### config.mk
export PLATFORM = sky130hd
export DESIGN_NAME = keypad_scanner
export DESIGN_NICKNAME = d
export VERILOG_FILES = /design/src/rtl/keypad_pkg.sv /design/src/rtl/keypad_row_scan.sv /design/src/rtl/keypad_scanner.sv
export SDC_FILE = /design/constraint.sdc
export NUM_CORES = 1
export LEC_CHECK = 0
export CORE_MARGIN = 10
export CORE_UTILIZATION = 55
export DETAILED_ROUTE_END_ITERATION = 7
export MAX_ROUTING_LAYER = met4
export PLACE_DENSITY = 0.8
export SYNTH_ARGS = -nofsm -noshare
export SYNTH_HDL_FRONTEND = slang
export SYNTH_SLANG_ARGS = --single-unit
### constraint.sdc
create_clock -name clock -period 4.6 [get_ports clock]
set_input_delay 0.92 -clock clock [delete_from_list [all_inputs] [get_ports clock]]
set_output_delay 0.92 -clock clock [all_outputs]
set_load 0.1 [all_outputs]
### src/rtl/keypad_pkg.sv
// Shared constants, debounce state encoding and matrix-position lookup for the keypad scanner.
package keypad_pkg;

  localparam int NUM_ROWS = 4;
  localparam int NUM_COLS = 3;
  localparam int NUM_KEYS = 12;

  localparam logic [3:0] KEY_0     = 4'd0;
  localparam logic [3:0] KEY_1     = 4'd1;
  localparam logic [3:0] KEY_2     = 4'd2;
  localparam logic [3:0] KEY_3     = 4'd3;
  localparam logic [3:0] KEY_4     = 4'd4;
  localparam logic [3:0] KEY_5     = 4'd5;
  localparam logic [3:0] KEY_6     = 4'd6;
  localparam logic [3:0] KEY_7     = 4'd7;
  localparam logic [3:0] KEY_8     = 4'd8;
  localparam logic [3:0] KEY_9     = 4'd9;
  localparam logic [3:0] KEY_HASH  = 4'd10;
  localparam logic [3:0] KEY_STAR  = 4'd11;
  localparam logic [3:0] CODE_NONE = 4'hF;

  typedef enum logic [1:0] {
    ST_RELEASED,
    ST_CONFIRM_PRESS,
    ST_PRESSED,
    ST_CONFIRM_RELEASE
  } db_state_e;

  // Rows 0-2 are the digit rows 1-3/4-6/7-9; row 3 is '*', '0', '#'.
  function automatic logic [3:0] key_index(input logic [1:0] row, input logic [1:0] col);
    logic [3:0] idx;
    case (row)
      2'd0:    idx = KEY_1 + {2'b00, col};
      2'd1:    idx = KEY_4 + {2'b00, col};
      2'd2:    idx = KEY_7 + {2'b00, col};
      default: begin
        case (col)
          2'd0:    idx = KEY_STAR;
          2'd1:    idx = KEY_0;
          default: idx = KEY_HASH;
        endcase
      end
    endcase
    return idx;
  endfunction

endpackage

### src/rtl/keypad_row_scan.sv
// Row drive sequencer, column synchronizer and per-frame closure collector.
// Emits a one-cycle frame_valid on the last dwell cycle of row 3 with the whole-frame verdict.
module keypad_row_scan
  import keypad_pkg::*;
#(
  parameter int SCAN_DIV = 1000
) (
  input  logic       clock,
  input  logic       reset,
  input  logic [2:0] col,
  output logic [3:0] row,
  output logic       frame_valid,
  output logic       frame_none,
  output logic       frame_multi,
  output logic [3:0] frame_idx
);

  localparam int DW = $clog2(SCAN_DIV);

  logic [DW-1:0] div_q, div_d;
  logic [1:0]    row_q, row_d;
  logic [2:0]    sync1_q, sync2_q;
  logic [1:0]    hits_q, hits_d;
  logic [3:0]    idx_q, idx_d;

  logic       dwell_end;
  logic [2:0] closed;
  logic [1:0] row_hits;
  logic [1:0] col_sel;
  logic [2:0] hit_sum;
  logic [1:0] tot_hits;
  logic [3:0] idx_sel;

  always_comb begin
    dwell_end = (div_q == DW'(SCAN_DIV - 1));
    div_d     = dwell_end ? '0 : div_q + DW'(1);
    row_d     = dwell_end ? row_q + 2'd1 : row_q;

    closed   = ~sync2_q;
    row_hits = {1'b0, closed[0]} + {1'b0, closed[1]} + {1'b0, closed[2]};
    col_sel  = closed[0] ? 2'd0 : (closed[1] ? 2'd1 : 2'd2);
    // Hit count saturates at 2: anything beyond one closure is already MULTI.
    hit_sum  = {1'b0, hits_q} + {1'b0, row_hits};
    tot_hits = (hit_sum >= 3'd2) ? 2'd2 : hit_sum[1:0];
    idx_sel  = (hits_q == 2'd1) ? idx_q : key_index(row_q, col_sel);

    hits_d = hits_q;
    idx_d  = idx_q;
    if (dwell_end) begin
      if (row_q == 2'd3) begin
        hits_d = 2'd0;
        idx_d  = CODE_NONE;
      end else begin
        hits_d = tot_hits;
        idx_d  = idx_sel;
      end
    end

    frame_valid = dwell_end && (row_q == 2'd3);
    frame_none  = (tot_hits == 2'd0);
    frame_multi = (tot_hits == 2'd2);
    frame_idx   = idx_sel;
    row         = ~(4'b0001 << row_q);
  end

  always_ff @(posedge clock or negedge reset) begin
    if (!reset) begin
      div_q   <= '0;
      row_q   <= 2'd0;
      sync1_q <= 3'b111;
      sync2_q <= 3'b111;
      hits_q  <= 2'd0;
      idx_q   <= CODE_NONE;
    end else begin
      div_q   <= div_d;
      row_q   <= row_d;
      sync1_q <= col;
      sync2_q <= sync1_q;
      hits_q  <= hits_d;
      idx_q   <= idx_d;
    end
  end

endmodule

### src/rtl/keypad_scanner.sv
// 4x3 keypad front end: frame debounce FSM producing one-hot Key, binary Code and press/release strobes.
// Optional auto-repeat of key_press while held is enabled by defining KEYPAD_REPEAT_EN.
module keypad_scanner
  import keypad_pkg::*;
#(
  parameter int SCAN_DIV       = 1000,
  parameter int DEBOUNCE_SCANS = 4,
  parameter int REPEAT_SCANS   = 250
) (
  input  logic        clock,
  input  logic        reset,
  input  logic [2:0]  Col,
  output logic [3:0]  Row,
  output logic [11:0] Key,
  output logic [3:0]  Code,
  output logic        key_press,
  output logic        key_release
);

`ifdef KEYPAD_REPEAT_EN
  localparam bit REP_EN = 1'b1;
`else
  localparam bit REP_EN = 1'b0;
`endif

  localparam int CW = $clog2(DEBOUNCE_SCANS + 1);
  localparam int RW = $clog2(REPEAT_SCANS + 1);

  logic       frame_valid, frame_none, frame_multi;
  logic [3:0] frame_idx;

  keypad_row_scan #(.SCAN_DIV(SCAN_DIV)) u_scan (
    .clock       (clock),
    .reset       (reset),
    .col         (Col),
    .row         (Row),
    .frame_valid (frame_valid),
    .frame_none  (frame_none),
    .frame_multi (frame_multi),
    .frame_idx   (frame_idx)
  );

  db_state_e   state_q, state_d;
  logic [3:0]  cand_q, cand_d;
  logic [CW-1:0] cnt_q, cnt_d;
  logic [RW-1:0] rep_q, rep_d;
  logic [11:0] key_q, key_d;
  logic [3:0]  code_q, code_d;
  logic        press_q, press_d, release_q, release_d;

  logic          is_key, hit_cand, accept, drop;
  logic [CW-1:0] cnt_inc;
  logic [RW-1:0] rep_inc;

  always_comb begin
    state_d   = state_q;
    cand_d    = cand_q;
    cnt_d     = cnt_q;
    rep_d     = rep_q;
    key_d     = key_q;
    code_d    = code_q;
    press_d   = 1'b0;
    release_d = 1'b0;
    accept    = 1'b0;
    drop      = 1'b0;

    is_key   = !frame_none && !frame_multi;
    hit_cand = is_key && (frame_idx == cand_q);
    cnt_inc  = (cnt_q == CW'(DEBOUNCE_SCANS)) ? cnt_q : cnt_q + CW'(1);
    rep_inc  = rep_q + RW'(1);

    if (frame_valid) begin
      case (state_q)
        ST_RELEASED: begin
          if (is_key) begin
            cand_d = frame_idx;
            cnt_d  = CW'(1);
            if (DEBOUNCE_SCANS == 1) accept = 1'b1;
            else                     state_d = ST_CONFIRM_PRESS;
          end
        end
        ST_CONFIRM_PRESS: begin
          if (hit_cand) begin
            cnt_d = cnt_inc;
            if (cnt_inc >= CW'(DEBOUNCE_SCANS)) accept = 1'b1;
          end else if (is_key) begin
            cand_d = frame_idx;
            cnt_d  = CW'(1);
          end else begin
            state_d = ST_RELEASED;
          end
        end
        ST_PRESSED: begin
          if (hit_cand) begin
            // Repeat counter restarts after each pulse, so it never overflows.
            if (rep_inc >= RW'(REPEAT_SCANS)) begin
              rep_d   = '0;
              press_d = REP_EN;
            end else begin
              rep_d = rep_inc;
            end
          end else begin
            rep_d = '0;
            cnt_d = CW'(1);
            if (DEBOUNCE_SCANS == 1) drop = 1'b1;
            else                     state_d = ST_CONFIRM_RELEASE;
          end
        end
        ST_CONFIRM_RELEASE: begin
          if (hit_cand) begin
            state_d = ST_PRESSED;
          end else begin
            cnt_d = cnt_inc;
            if (cnt_inc >= CW'(DEBOUNCE_SCANS)) drop = 1'b1;
          end
        end
        default: state_d = ST_RELEASED;
      endcase
    end

    if (accept) begin
      state_d = ST_PRESSED;
      key_d   = 12'b1 << frame_idx;
      code_d  = frame_idx;
      press_d = 1'b1;
      rep_d   = '0;
    end
    if (drop) begin
      state_d   = ST_RELEASED;
      key_d     = '0;
      code_d    = CODE_NONE;
      release_d = 1'b1;
    end
  end

  always_ff @(posedge clock or negedge reset) begin
    if (!reset) begin
      state_q   <= ST_RELEASED;
      cand_q    <= CODE_NONE;
      cnt_q     <= '0;
      rep_q     <= '0;
      key_q     <= '0;
      code_q    <= CODE_NONE;
      press_q   <= 1'b0;
      release_q <= 1'b0;
    end else begin
      state_q   <= state_d;
      cand_q    <= cand_d;
      cnt_q     <= cnt_d;
      rep_q     <= rep_d;
      key_q     <= key_d;
      code_q    <= code_d;
      press_q   <= press_d;
      release_q <= release_d;
    end
  end

  assign Key         = key_q;
  assign Code        = code_q;
  assign key_press   = press_q;
  assign key_release = release_q;

endmodule
==> reports/qor.yml <==
seq_area_frac_synth: 0.476
postSynthNetCount: 285
skew_ps: 9.55
multi_input_area_um2: 1250
core_area_um2: 4750
fmax_mhz: 252
cts_root_buf: "clkbuf_8"
netlist_instances: 266
cp_num_buf_inv: 1
vdd_drop_max_mv: 0.168
syn_area_um2: 2730
place_congestion: 0.902
num_rows: 25
finalCriticalPeriod_ps: 3960
cap_violations: 0
start_util: 0.574
drc_errors: 0
seqPwrFrac: 0.599
slew-limit-headroom: 0.343
wl_per_cell_um: 13.6
antenna_found_initial: 0
tns_ps: 0
worst_slack_ps: 638
dr.first_iter.drc_count: 98
drt_first_pass_iters: 4
die_y_um: 90.4
synth_ff_type: "dfrtp_1"
final_nets: 312
leakage_nw: 1.28
numPortBuffers: 26
grt_pass1_vias: 1969
run_status: "finished, final reports clean"
whs_ps: 352
arrival_ps: 4210
die-area_um2: 8180
n_antenna_cell: 0
fill_cells: 398
internal_power_w: 0.000577
crit_path_frequent_cell: "fa_1"
io-pin-count: 27
start_kind: "flip-flop"
final_core_util: 0.654
drive_gt1_frac: 0.180
dp_hpwl_um: 3640
fp.dieW_um: 90.4
ant_nets: 0
cts_buffers: 5
drt-vias-per-instance: 5.38
htree_levels: 2
critPathMaxStageDelay_ps: 650
finalCritPeriodShare: 0.861
cts_resized: 0
crit_slowest_cell: "or3_1"
ys_ff_latch: 51
cp-end-kind: "flip-flop"
cp.required_ps: 4850
cts_tree: "done"
cts_sinks: 51
finalHoldViolCount: 0
pwr-share-comb: 0.063
grt_use_total: 0.131
area_delta_synth_final_pct: 14.1
rsz0062_at_grt: "false"
power_w: 0.000758
grt_overflow_total: 0
holdCritPathClass: "flip-flop to flip-flop"
grt_max_degree: 52
clkTransAtPathRegs_ps: 90
crit_type: "flip-flop to flip-flop"
final-seq-area_um2: 1300
post_cts_buffers: 0
tightest_slew_ps: 982
yosys_warnings: 0
synth.avg_cell_area_um2: 10.3
routed_wl_um: 4920
cpLargestDelayFamily: "simple AND/OR/NAND/NOR gates"
crit_chain: "inv_1 -> fa_1 -> ha_1 -> fa_1 -> nor2_1 -> and2_0 -> nand2_1 -> or4_4 -> or3_1 -> o22a_1"
clock_latency_ps: 310
post-place-ws_ps: 578
slew_viol_final: 0
yosysUniqueCellTypes: 52
p_sw_frac: 0.239
synth-edff-count: 0
ctsHoldBuffers: 0
async_flop_share: 1.00
grt_pass1_wl_um: 8890
p_switching_w: 0.000181
clk_path_buf_depth: 2
finalSetupViolCount: 0
vias: 1941
clock_power_share: 0.338
cp_max_fo: 14
power.density_nw_per_um2: 244
-- sequential cells by signal, indices dropped and copies added (netlist names) --
register / count
Key: 12
u_scan.div_q: 10
Code: 4
cand_q: 4
u_scan.idx_q: 4
cnt_q: 3
u_scan.sync1_q: 3
u_scan.sync2_q: 3
state_q: 2
u_scan.hits_q: 2
u_scan.row_q: 2
key_press: 1
key_release: 1
-- area by class of cell --
| class | instances | area share |
|---|---|---|
| clock inverters | 3 | 0.00603 |
| well taps | 67 | 0.0269 |
| clock buffers | 5 | 0.0221 |
| multi-input cells | 175 | 0.401 |
| inverters | 31 | 0.0374 |
| flip-flops and latches | 51 | 0.417 |
| repair buffers | 29 | 0.0893 |
-- cell families (layout without fill, tap and decap cells) --
family / after synthesis / count (layout) / share of synthesized area
and+or+nand+nor: 86 / 86 / 0.148
adders and majority gates: 14 / 14 / 0.0697
buffers and inverters: 40 / 68 / 0.0665
DFF: 51 / 51 / 0.476
xor gates and xnor gates: 13 / 13 / 0.0417
muxes: 9 / 9 / 0.0408
AOI/OAI and AO/OA: 53 / 53 / 0.157
-- cells in the final DEF (no fill, tap or decap), types with 2 or more instances in the layout --
cell type         n
clkdlybuf4s50_1  25
inv_1            31
mux2_2            4
nand2_1          26
mux2i_1           3
buf_4             3
a2bb2oi_1         3
a21oi_1          10
xor2_1            5
nand2b_1          2
dfrtp_1          33
dfstp_2          18
o22ai_1           3
a31oi_1           3
nor4_1            2
clkbuf_8          5
ha_1             12
o32ai_1           2
nor2_1           25
and3_1            2
nor2b_1           3
fa_1              2
o22ai_2          10
nand3_1           8
o21ai_0           8
nand4_1           3
clkinv_2          2
nor3_1            7
o211ai_1          2
xnor2_1           8
-- Yosys cell counts, types with 2 or more instances --
library cell	instances	area share
dfrtp_1	33	0.30
inv_1	31	0.043
nand2_1	26	0.036
nor2_1	25	0.034
dfstp_2	18	0.17
ha_1	12	0.055
a21oi_1	10	0.018
o22ai_2	10	0.046
nand3_1	8	0.015
o21ai_0	8	0.015
xnor2_1	8	0.026
nor3_1	7	0.013
xor2_1	5	0.016
mux2_2	4	0.017
a2bb2oi_1	3	0.0096
a31oi_1	3	0.0069
buf_6	3	0.012
clkbuf_1	3	0.0041
mux2i_1	3	0.011
nand4_1	3	0.0069
nor2b_1	3	0.0069
o22ai_1	3	0.0069
and3_1	2	0.0046
buf_4	2	0.0055
fa_1	2	0.015
nand2b_1	2	0.0046
nor4_1	2	0.0046
o211ai_1	2	0.0055
o32ai_1	2	0.0064
-- power groups by stage --
stage                     clock (W)  combinational [W]  sequential [W]
after floorplan                   0          0.0000295        0.000463
after global placement            0          0.0000466        0.000463
after detailed placement          0          0.0000484        0.000463
after CTS                  0.000264          0.0000486        0.000455
after global routing       0.000280          0.0000552        0.000455
final                      0.000256          0.0000478        0.000455
-- final timing paths --
path                                   startpoint  depth (start not counted)           endpoint  slack [ps]
worst max-delay path            u_scan.sync2_q[0]                         10            Code[3]         640
worst min-delay path            u_scan.sync1_q[2]                          0  u_scan.sync2_q[2]         350
worst max register to register  u_scan.sync2_q[0]                         10            Code[3]         640
worst min register to register  u_scan.sync1_q[2]                          0  u_scan.sync2_q[2]         350
max in group asynchronous                   reset                          2    u_scan.row_q[0]        3490
min in group asynchronous                   reset                          2            Key[11]         700
-- routing by layer --
layer	vias to the layer above	GRT usage	wire length [um]
li1	960	-	-
met1	926	0.150	2260
met2	50	0.208	2310
met3	5	0.0524	306
met4	0	0.0385	42
met5	-	-	0
-- through the flow --
stage / cells / instance area [um^2]
2_1_floorplan: 266 / 2730
3_3_place_gp: 353 / 3020
3_5_place_dp: 353 / 3020
4_1_cts: 361 / 3110
5_1_grt: 361 / 3110
6_report: 361 / 3110
Power figures use the tool's default switching activity.
